### config.mk
export PLATFORM = sky130hd
export DESIGN_NAME = regfile_wb_arbiter
export DESIGN_NICKNAME = d
export VERILOG_FILES = /design/src/rtl/regfile_wb_arbiter.sv
export SDC_FILE = /design/constraint.sdc
export NUM_CORES = 1
export LEC_CHECK = 0
export CAP_MARGIN = 15
export CELL_PAD_IN_SITES_DETAIL_PLACEMENT = 1
export CELL_PAD_IN_SITES_GLOBAL_PLACEMENT = 2
export CORE_MARGIN = 1
export CORE_UTILIZATION = 32
export DETAILED_ROUTE_END_ITERATION = 8
export PLACE_DENSITY = 0.81
export REMOVE_ABC_BUFFERS = 1
export SLEW_MARGIN = 20
export SYNTH_ARGS = -nofsm -noshare
export SYNTH_HDL_FRONTEND = slang
export SYNTH_SLANG_ARGS = --single-unit
### constraint.sdc
create_clock -name clk -period 6.9 [get_ports clk]
set_input_delay 1.38 -clock clk [delete_from_list [all_inputs] [get_ports clk]]
set_output_delay 1.38 -clock clk [all_outputs]
set_load 0.01 [all_outputs]
### src/rtl/regfile_wb_arbiter.sv
// Shares the register file write port between the non-stalling pipeline writeback
// and a FIFO of long-latency results, and keeps a per-register busy scoreboard.
module regfile_wb_arbiter #(
   parameter int DEPTH  = 2,
   parameter int DATA_W = 32
) (
   input  logic                     clk,
   input  logic                     rst_n,
   input  logic                     p_we,
   input  logic [4:0]               p_rd,
   input  logic [DATA_W-1:0]        p_data,
   input  logic                     m_valid,
   output logic                     m_ready,
   input  logic [4:0]               m_rd,
   input  logic [DATA_W-1:0]        m_data,
   input  logic                     iss_valid,
   input  logic [4:0]               iss_rd,
   input  logic [4:0]               chk_rs,
   input  logic [4:0]               chk_rt,
   input  logic [4:0]               chk_rd,
   output logic                     hazard,
   output logic                     RegWrite,
   output logic [4:0]               wt_register,
   output logic [DATA_W-1:0]        wt_data,
   output logic [31:0]              busy,
   output logic [$clog2(DEPTH):0]   pending
);

   localparam int AW = $clog2(DEPTH);
   localparam logic [AW:0] FULL_CNT = DEPTH[AW:0];

   logic [4:0]        rd_mem   [DEPTH];
   logic [DATA_W-1:0] data_mem [DEPTH];
   logic [AW-1:0]     wr_ptr_q, rd_ptr_q;
   logic [AW:0]       count_q;
   logic [31:0]       busy_q, busy_next, set_mask, clr_mask;
   logic              p_own, fifo_empty, push, pop;
   logic [4:0]        head_rd;

   assign p_own      = p_we && (p_rd != 5'd0);
   assign fifo_empty = (count_q == '0);
   assign m_ready    = (count_q < FULL_CNT);
   assign push       = m_valid && m_ready && (m_rd != 5'd0);
   assign pop        = !p_own && !fifo_empty;
   assign head_rd    = rd_mem[rd_ptr_q];

   // Pipeline has absolute priority; the FIFO head only fills idle write slots.
   always_comb begin
      RegWrite    = 1'b0;
      wt_register = '0;
      wt_data     = '0;
      if (rst_n) begin
         if (p_own) begin
            RegWrite    = 1'b1;
            wt_register = p_rd;
            wt_data     = p_data;
         end else if (!fifo_empty) begin
            RegWrite    = 1'b1;
            wt_register = head_rd;
            wt_data     = data_mem[rd_ptr_q];
         end
      end
   end

   always_ff @(posedge clk) begin
      if (push) begin
         rd_mem[wr_ptr_q]   <= m_rd;
         data_mem[wr_ptr_q] <= m_data;
      end
   end

   always_ff @(posedge clk or negedge rst_n) begin
      if (!rst_n) begin
         wr_ptr_q <= '0;
         rd_ptr_q <= '0;
         count_q  <= '0;
      end else begin
         if (push) wr_ptr_q <= wr_ptr_q + 1'b1;
         if (pop)  rd_ptr_q <= rd_ptr_q + 1'b1;
         case ({push, pop})
            2'b10:   count_q <= count_q + 1'b1;
            2'b01:   count_q <= count_q - 1'b1;
            default: count_q <= count_q;
         endcase
      end
   end

   // Set is applied after clear so a same-cycle re-issue keeps the register busy.
   always_comb begin
      set_mask  = (iss_valid && (iss_rd != 5'd0)) ? (32'd1 << iss_rd) : 32'd0;
      clr_mask  = pop ? (32'd1 << head_rd) : 32'd0;
      busy_next = ((busy_q & ~clr_mask) | set_mask) & ~32'd1;
   end

   always_ff @(posedge clk or negedge rst_n) begin
      if (!rst_n) busy_q <= '0;
      else        busy_q <= busy_next;
   end

   assign busy    = busy_q;
   assign pending = count_q;
   assign hazard  = busy_q[chk_rs] | busy_q[chk_rt] | busy_q[chk_rd];

endmodule

# Word-level counts from Yosys, hierarchy flattened
# Memories as Yosys holds them, arrays and structs flattened.
# Cells that the tools add are included.
[classes] n_addsub=4 magnitude_cmp=4 n_eq_ne=2 n_shift=2 n_mux=20 n_bitwise=5 reduce_logical=12
[op_table] cell="2-to-1 mux 32 bit" count=5
[op_table] cell="left shift 1 x 5 -> 32 bit, first input constant" count=2
[op_table] cell="AND 32 bit" count=1
[op_table] cell="inverter 32 bit" count=1
[op_table] cell="bitwise OR 32 bit" count=1
[op_table] cell="< comparator 5 x 6 -> 1 bit, second input constant" count=3
[op_table] cell="binary-select mux 1 bit (select 5 bit)" count=3
[op_table] cell="2-to-1 mux 5 bit" count=3
[op_table] cell="nonzero test 5 bit" count=3
[op_table] cell="2-to-1 mux 1 bit" count=8
[op_table] cell="logical AND 1 bit" count=5
[op_table] cell="case mux 2 bit (2 select lines)" count=1
[op_table] cell="adder 1 bit, second input constant" count=2
[op_table] cell="adder 2 x 1 -> 2 bit, second input constant" count=1
[op_table] cell="== test 2 x 1 -> 1 bit, second input constant" count=1
[op_table] cell="== test 2 bit, second input constant" count=1
[op_table] cell="logical NOT 1 bit" count=2
[op_table] cell="logical NOT 2 bit" count=1
[op_table] cell="< comparator 2 bit, second input constant" count=1
[op_table] cell="bitwise OR 1 bit" count=2
[op_table] cell="nonzero test 2 bit" count=1
[op_table] cell="subtractor 2 x 1 -> 2 bit, second input constant" count=1
[totals] reg_bits=35 mem_bits_rw=74 inputBits=99 out_inout_bits=74 word_cells=55 n_memories=2
[memory_table] memory="data_mem" depth=2 word_bits=32 rd=1 rd_ports_with_merged_regs=0 wr=1 line_no="33" text="logic [DATA_W-1:0] data_mem [DEPTH];"
[memory_table] memory="rd_mem" depth=2 word_bits=5 rd=1 rd_ports_with_merged_regs=0 wr=1 line_no="32" text="logic [4:0] rd_mem [DEPTH];"

# Depth between registers and ports, before layout
# Gate-level depths: netlist of the first run.
[logic_depth] depth_word=8 ltp_mapped=10 ltp_nobuf=8

# Worst setup path before layout of the first run
# Ideal clock, no wire load.
[synth_path] kind="input -> output" startpoint="input port p_rd[2]" endpoint="output port wt_data[23]" arrival_time_ns=2.757 t_required_ns=5.520 slack_ns=2.763 stages=7 n_path_buf=2 path_cell_list="or4_4 > o21ai_4 > nand2_4 > buf_6 > buf_8 > o21ai_1 > and2_1"
[synth_via] elab_chain_len=4
[synth_rtl] item="start: declaration" line_no="10" text="input logic [4:0] p_rd,"
[synth_rtl] item="nonzero test 5 bit" line_no="40" text="assign p_own = p_we && (p_rd != 5'd0);"
[synth_rtl] item="logical AND 1 bit" line_no="40"
[synth_rtl] item="2-to-1 mux 32 bit" line_no="53" text="if (p_own) begin"
[synth_rtl] item="2-to-1 mux 32 bit" line_no="52" text="if (rst_n) begin"
[synth_rtl] item="end: declaration" line_no="24" text="output logic [DATA_W-1:0] wt_data,"
# No other way between the ends.

# Worst setup path in the final report of the first run
[layout_path] startpoint="input port p_rd[2]" endpoint="output port wt_register[4]"
[layout_via] elab_chain_len=4
[layout_rtl] item="nonzero test 5 bit" line_no="40"
[layout_rtl] item="logical AND 1 bit" line_no="40"
[layout_rtl] item="2-to-1 mux 5 bit" line_no="53"
[layout_rtl] item="2-to-1 mux 5 bit" line_no="52"
[layout_rtl] item="end: declaration" line_no="23" text="output logic [4:0] wt_register,"
# No other way between the ends.

==> results of run 1 <==
## where the power goes
part           total, mW  switching, mW  internal [mW]
registers           1.10          0.207          0.891
logic               1.12          0.538          0.583
clock network      0.521          0.239          0.282
total               2.74          0.983           1.76
## worst max-delay path by stage
stage	end	slack [ns]	cells after the start
global route	wt_register[4]	1.29	7
global placement	wt_register[4]	1.47	7
CTS	wt_register[4]	1.45	7
finish	wt_register[4]	1.43	7
floorplan	wt_data[0]	2.75	5
detailed placement	wt_register[4]	1.45	7
## flip-flops by register name, summed over array words and instances, names as in the netlist
| signal | flops |
|---|---|
| data_mem | 64 |
| busy | 31 |
| rd_mem | 10 |
| pending | 2 |
| rd_ptr_q | 1 |
| wr_ptr_q | 1 |
## synthesized netlist by cell type (2+ instances only)
master,instances,area (µm²)
mux2_2,11,124
nand3b_1,7,52.6
dfrtp_1,35,876
o22ai_1,2,12.5
nor2_1,9,33.8
edfxtp_1,74,2220
nand2_1,45,169
a2111oi_0,4,35.0
clkbuf_1,16,60.1
inv_1,7,26.3
o21ai_0,91,455
nor2b_1,9,56.3
o21a_1,2,15.0
xnor2_1,5,43.8
buf_2,4,20.0
nand2b_1,6,37.5
buf_4,2,15.0
o21ai_1,8,40.0
nand4_1,9,56.3
nor4b_1,2,17.5
a311oi_1,2,17.5
and2_1,38,238
a221oi_1,3,26.3
or2_2,7,43.8
buf_1,2,7.51
mux2i_1,45,450
o2111ai_1,3,26.3
nand3_1,6,30.0
mux4_2,13,293
## kinds of logic after synthesis
kind of cell,count (synthesis),synth area share
adder cells (fa/ha/maj),1,0.00221
XOR/XNOR,5,0.00773
flip-flops,109,0.547
other,1,0.000662
AND/OR/NAND/NOR,145,0.140
AO/OA/AOI/OAI,122,0.122
buffers and inverters,33,0.0274
multiplexers,69,0.153
## through the flow
stage | cells | utilization | area (µm²) | power [mW] | hold slack [ns]
5_1_grt | 875 | 0.457 | 7900 | 2.89 | 0.582
3_5_place_dp | 857 | 0.437 | 7550 | 2.23 | 0.530
3_3_place_gp | 857 | 0.437 | 7550 | 2.19 | 0.524
4_1_cts | 873 | 0.454 | 7860 | 2.75 | 0.546
6_report | 875 | 0.457 | 7900 | 2.74 | 0.536
2_1_floorplan | 459 | - | 5540 | 1.61 | 0.468
## cell usage in the layout (no fill, tap or decap), drive strengths merged, types with 6 or more instances in the layout
cell type | synthesis | layout
and2 | 38 | 38
clkbuf | 16 | 12
clkdlybuf4s50 | 0 | 170
dfrtp | 35 | 35
edfxtp | 74 | 74
inv | 7 | 9
mux2 | 11 | 11
mux2i | 45 | 45
mux4 | 13 | 13
nand2 | 46 | 46
nand2b | 6 | 6
nand3 | 6 | 6
nand3b | 7 | 7
nand4 | 9 | 9
nor2 | 9 | 9
nor2b | 9 | 9
o21ai | 100 | 100
or2 | 7 | 7
## routing by layer
metal  share of wire  track usage  up-vias
met5               0            0        -
li1                -            -     2132
met1            0.41        0.241     2346
met4           0.011       0.0481        0
met3           0.060       0.0477       16
met2            0.52        0.368      144
## critical path, cell delays in order
cell and delay, ns:
clkdlybuf4s50_1 0.42, or4_4 0.57, o21ai_4 0.29, nand2_4 0.32, o21ai_0 0.38, and2_1 0.18, clkdlybuf4s50_1 0.53
## cell type report
type	instances	share of cell area
Inverter	7	0.00333
Clock buffer	12	0.0339
Clock inverter	4	0.00475
Timing Repair Buffer	175	0.223
Tap cell	225	0.0356
Multi-Input combinational cell	343	0.307
Sequential cell	109	0.392
==> impl_results.md, run 1 <==
* Rows at 48
* Share of cells above drive strength 1 at 0.0908
* Post-route ant nets at 0
* Worst slew pin tran at 0.751 ns
* Leading register cell type out of synthesis: edfxtp_1
* H-tree Lvls at 3
* Setup TNS at 0 ns
* Buffers on Ports at 171
* Sequential-to-total area share from yosys stat at 0.547
* CP startpoint kind: input pin
* Post-DP HPWL at 13.5 mm
* CTS tree: done
* GPL Wtd Cong at 0.907
* Setup WS pre-CTS at 1.45 ns
* Reg2Reg Depth at 6
* Setup Fix Bufs, Post-CTS at 0
* Synth cell types at 47
* Chip Width at 135 µm
* Clock Latency Late Sink at 0.35 ns
* Fin. Hold Viols at 0
* Layout area overhead at 39.5%
* Final setup fails at 0
* Post-layout minimum cycle time at 5.47 ns
* Skew final at 0.0128 ns
* Via density at 5.30
* CTS Hold Bufs at 0
* CTS resizes at 0
* CTS sink cnt at 109
* Hold Startpoint: pending[0]
* Slew margin rel. at 0.497
* Initial drt markers at 231
* DRT Wirelength at 18.0 mm
* Final Max Tran Viols at 0
* Routed len/inst at 20.5 µm
* Layout fillers at 1,855
* Average cell area after synthesis at 11.7 µm²
* Reg area at 0.00310 mm²
* DRC at 0
* EDFF count, synth at 74
* CTS Buf Count at 9
* Hold crit path type: register to register
* Type of the worst setup path: input pin to primary output
* Synth warnings at 0
* Antenna Cells at 0
* Largest net degree at the start of global routing at 41
* DR pass1 iterations at 4
* Final worst path period share at 0.793
* Worst vdd ir at 0.174 mV
* CTS root buffer: clkbuf_16
* Vias at 4,638
* FF+latch count, synth at 109
* Clk slew on worst S/H paths at 0.07 ns
* FMAX at 183 MHz
* Crit path DAT at 4.09 ns
* Power per Cell Area at 347 mW/mm²
* Initial Util at 0.327
* Fin nets at 745
* Synthesized cell area at 0.00566 mm²
* CP Capture Type: primary output
* Worst setup margin at 1.43 ns
* CTS max path bufs at 2
* Vias in the first global route at 4,957
* Core region area at 0.0173 mm²
* Die area at 0.0182 mm²
* GRT overflow at 0
* Max Cap Viol at 0
* RSZ-0062 raised after global routing: no
* Hold-critical path depth at 1
* Die Y at 135 µm
* First-pass GRT wire length at 27.9 mm
* IO Pins at 173
* Initial antenna violation count at 0
* P_leak at 2.84 nW
* CP startpoint: p_rd[2]
* Crit-path max FO at 39
* Syn Inst Count at 485
* R2r setup slk at 4.50 ns
* Gr usage total at 0.203
* Reg-to-Reg Start: rd_ptr_q
* RR Endpoint: busy[17]
* Required @ worst endpoint at 5.52 ns
* Area occupied by multi-input gates at 0.00243 mm²
* Post-synthesis async set-or-reset flop share at 0.321
* Status: finished, final reports clean
* Worst hold endpoint: pending[0]
No activity file was read; power rests on OpenSTA's default activity.
==> run 2, diff against run 1 <==
--- a/config.mk
+++ b/config.mk
@@ -9,9 +9,9 @@
 export CELL_PAD_IN_SITES_DETAIL_PLACEMENT = 1
 export CELL_PAD_IN_SITES_GLOBAL_PLACEMENT = 2
 export CORE_MARGIN = 1
-export CORE_UTILIZATION = 32
+export CORE_UTILIZATION = 30
 export DETAILED_ROUTE_END_ITERATION = 8
-export PLACE_DENSITY = 0.81
+export PLACE_DENSITY = 0.77
 export REMOVE_ABC_BUFFERS = 1
 export SLEW_MARGIN = 20
 export SYNTH_ARGS = -nofsm -noshare
==> constraint.sdc (replaced) <==
create_clock -name clk -period 5.7 [get_ports clk]
set_input_delay 1.14 -clock clk [delete_from_list [all_inputs] [get_ports clk]]
set_output_delay 1.14 -clock clk [all_outputs]
set_load 0.01 [all_outputs]
==> run 2 against run 1 <==
Critical path depth stayed put. Flip-flop and latch count stayed put. Utilization is 2.2 points lower. Hold slack better by 0.025 ns. Routed wire length is 1.1% higher. Register-to-register slack worse by 1.1 ns. Sequential share of layout area is 0.074 points lower. Die area is 6.6% higher. Final cell count is 0.34% higher. Setup slack worse by 0.64 ns. Critical path type unchanged.
==> impl_results.md, run 2 (synthesized netlist as in run 1, its figures left out) <==
* Most common cell after layout, fill and taps aside: clkdlybuf4s50_1
* DRC at 0
* CTS Buf Count at 9
* GPL Wtd Cong at 0.811
* Hold Startpoint: wr_ptr_q
* Most frequent cells in the layout: clkdlybuf4s50_1, o21ai_0, edfxtp_1, mux2i_1, nand2_1
* Largest Register: data_mem
* Max reg flops at 64
* Vias at 4,555
* Power per Cell Area at 419 mW/mm²
* Clock Latency Late Sink at 0.36 ns
* Routed len/inst at 20.7 µm
* DP Area at 0.00761 mm²
* Final non-filler cell total at 878
* CTS Hold Bufs at 0
* Hold slack at 0.560 ns
* Crit-path max FO at 39
* Final setup fails at 0
* Reg-to-Reg Start: rd_ptr_q
* Initial drt markers at 236
* RR Endpoint: busy[13]
* Setup Fix Bufs, Post-CTS at 0
* Worst vdd ir at 0.175 mV
* Worst hold endpoint: wr_ptr_q
* Vias in the first global route at 5,070
* DRT Wirelength at 18.2 mm
* Cell mode on critical path: clkdlybuf4s50_1
* CTS resizes at 0
* Antenna Cells at 0
* Buffers & Inverters on Critical Path at 2
* Worst slew pin tran at 0.710 ns
* Chip Width at 139 µm
* Reg area at 0.00310 mm²
* Status: finished, final reports clean
* Initial antenna violation count at 1
* Share of cells above drive strength 1 at 0.0894
* Type of the worst setup path: input pin to primary output
* Final Max Tran Viols at 0
* First-pass GRT wire length at 28.8 mm
* Post-route ant nets at 0
* Die area at 0.0194 mm²
* Buffers on Ports at 171
* CP top delay family: simple AND/OR/NAND/NOR gates
* Post-layout minimum cycle time at 4.90 ns
* Slowest cell on crit path: or4_4
* Initial Util at 0.311
* Via density at 5.19
* Clk slew on worst S/H paths at 0.07 ns
* CTS root buffer: clkbuf_16
* Layout area overhead at 39.9%
* CP Capture Type: primary output
* Core region area at 0.0182 mm²
* Die Y at 139 µm
* Required @ worst endpoint at 4.56 ns
* Largest net degree at the start of global routing at 41
* Post-DP HPWL at 13.9 mm
* R2r setup slk at 3.37 ns
* CTS tree: done
* Max Cap Viol at 0
* Placed cell count at 862
* Reg2Reg Depth at 5
* Gr usage total at 0.194
* Setup TNS at 0 ns
* H-tree Lvls at 3
* RSZ-0062 raised after global routing: no
* P_leak at 2.84 nW
* Final Cell Area at 0.00792 mm²
* FMAX at 204 MHz
* CP startpoint kind: input pin
* Hold-critical path depth at 1
* Hold crit path type: register to register
* CTS max path bufs at 2
* Final worst path period share at 0.860
* Fin. Hold Viols at 0
* IO Pins at 173
* CP cell instances: clkdlybuf4s50_1, or4_4, o21ai_4, nand2_4, o21ai_0, and2_1, clkdlybuf4s50_1
* Layout fillers at 1,949
* Area occupied by multi-input gates at 0.00243 mm²
* Skew final at 0.0121 ns
* GRT overflow at 0
* Slew margin rel. at 0.526
* CTS sink cnt at 109
* Rows at 49
* Fin nets at 744
* DR pass1 iterations at 4
* Slowest Stage Delay on Critical Path at 0.57 ns
* Crit path DAT at 3.76 ns
run 2: how the worst max path moves through the flow:
stage	startpoint	end	slack, ns	cells after the start
after CTS	p_rd[2]	wt_register[4]	0.74	7
after detailed placement	p_rd[2]	wt_register[4]	0.77	7
after floorplan	p_rd[2]	wt_data[0]	2.03	5
final	p_rd[2]	wt_register[4]	0.80	7
after global routing	p_rd[2]	wt_register[4]	0.54	7
after global placement	p_rd[2]	wt_register[4]	0.78	7
run 2: layer usage:
layer | global-route usage | share of wire | vias to the layer above
li1 | - | - | 2123
met5 | 0 | 0.00061 | -
met2 | 0.334 | 0.50 | 136
met3 | 0.0568 | 0.065 | 25
met4 | 0.0602 | 0.017 | 2
met1 | 0.234 | 0.42 | 2269
run 2: power breakdown:
group          total, mW  leakage [nW]  internal, mW  switching (mW)
Combinational       1.29          1.60         0.708           0.579
Clock              0.652         0.148         0.350           0.301
Sequential          1.38          1.10          1.08           0.298
run 2: layout make-up:
cell class,count,area share
flip-flops and latches,109,0.392
multi-input cells,343,0.306
repair buffers,174,0.223
well taps,229,0.0362
clock buffers,10,0.0289
clock inverters,6,0.0104
inverters,7,0.00332
run 2: per-stage QoR:
stage          worst slack [ns]  total power [mW]  utilization
2_1_floorplan              2.03              1.94            -
3_3_place_gp              0.784              2.64        0.415
3_5_place_dp              0.770              2.69        0.418
4_1_cts                   0.738              3.35        0.435
5_1_grt                   0.541              3.52        0.435
6_report                  0.795              3.32        0.435
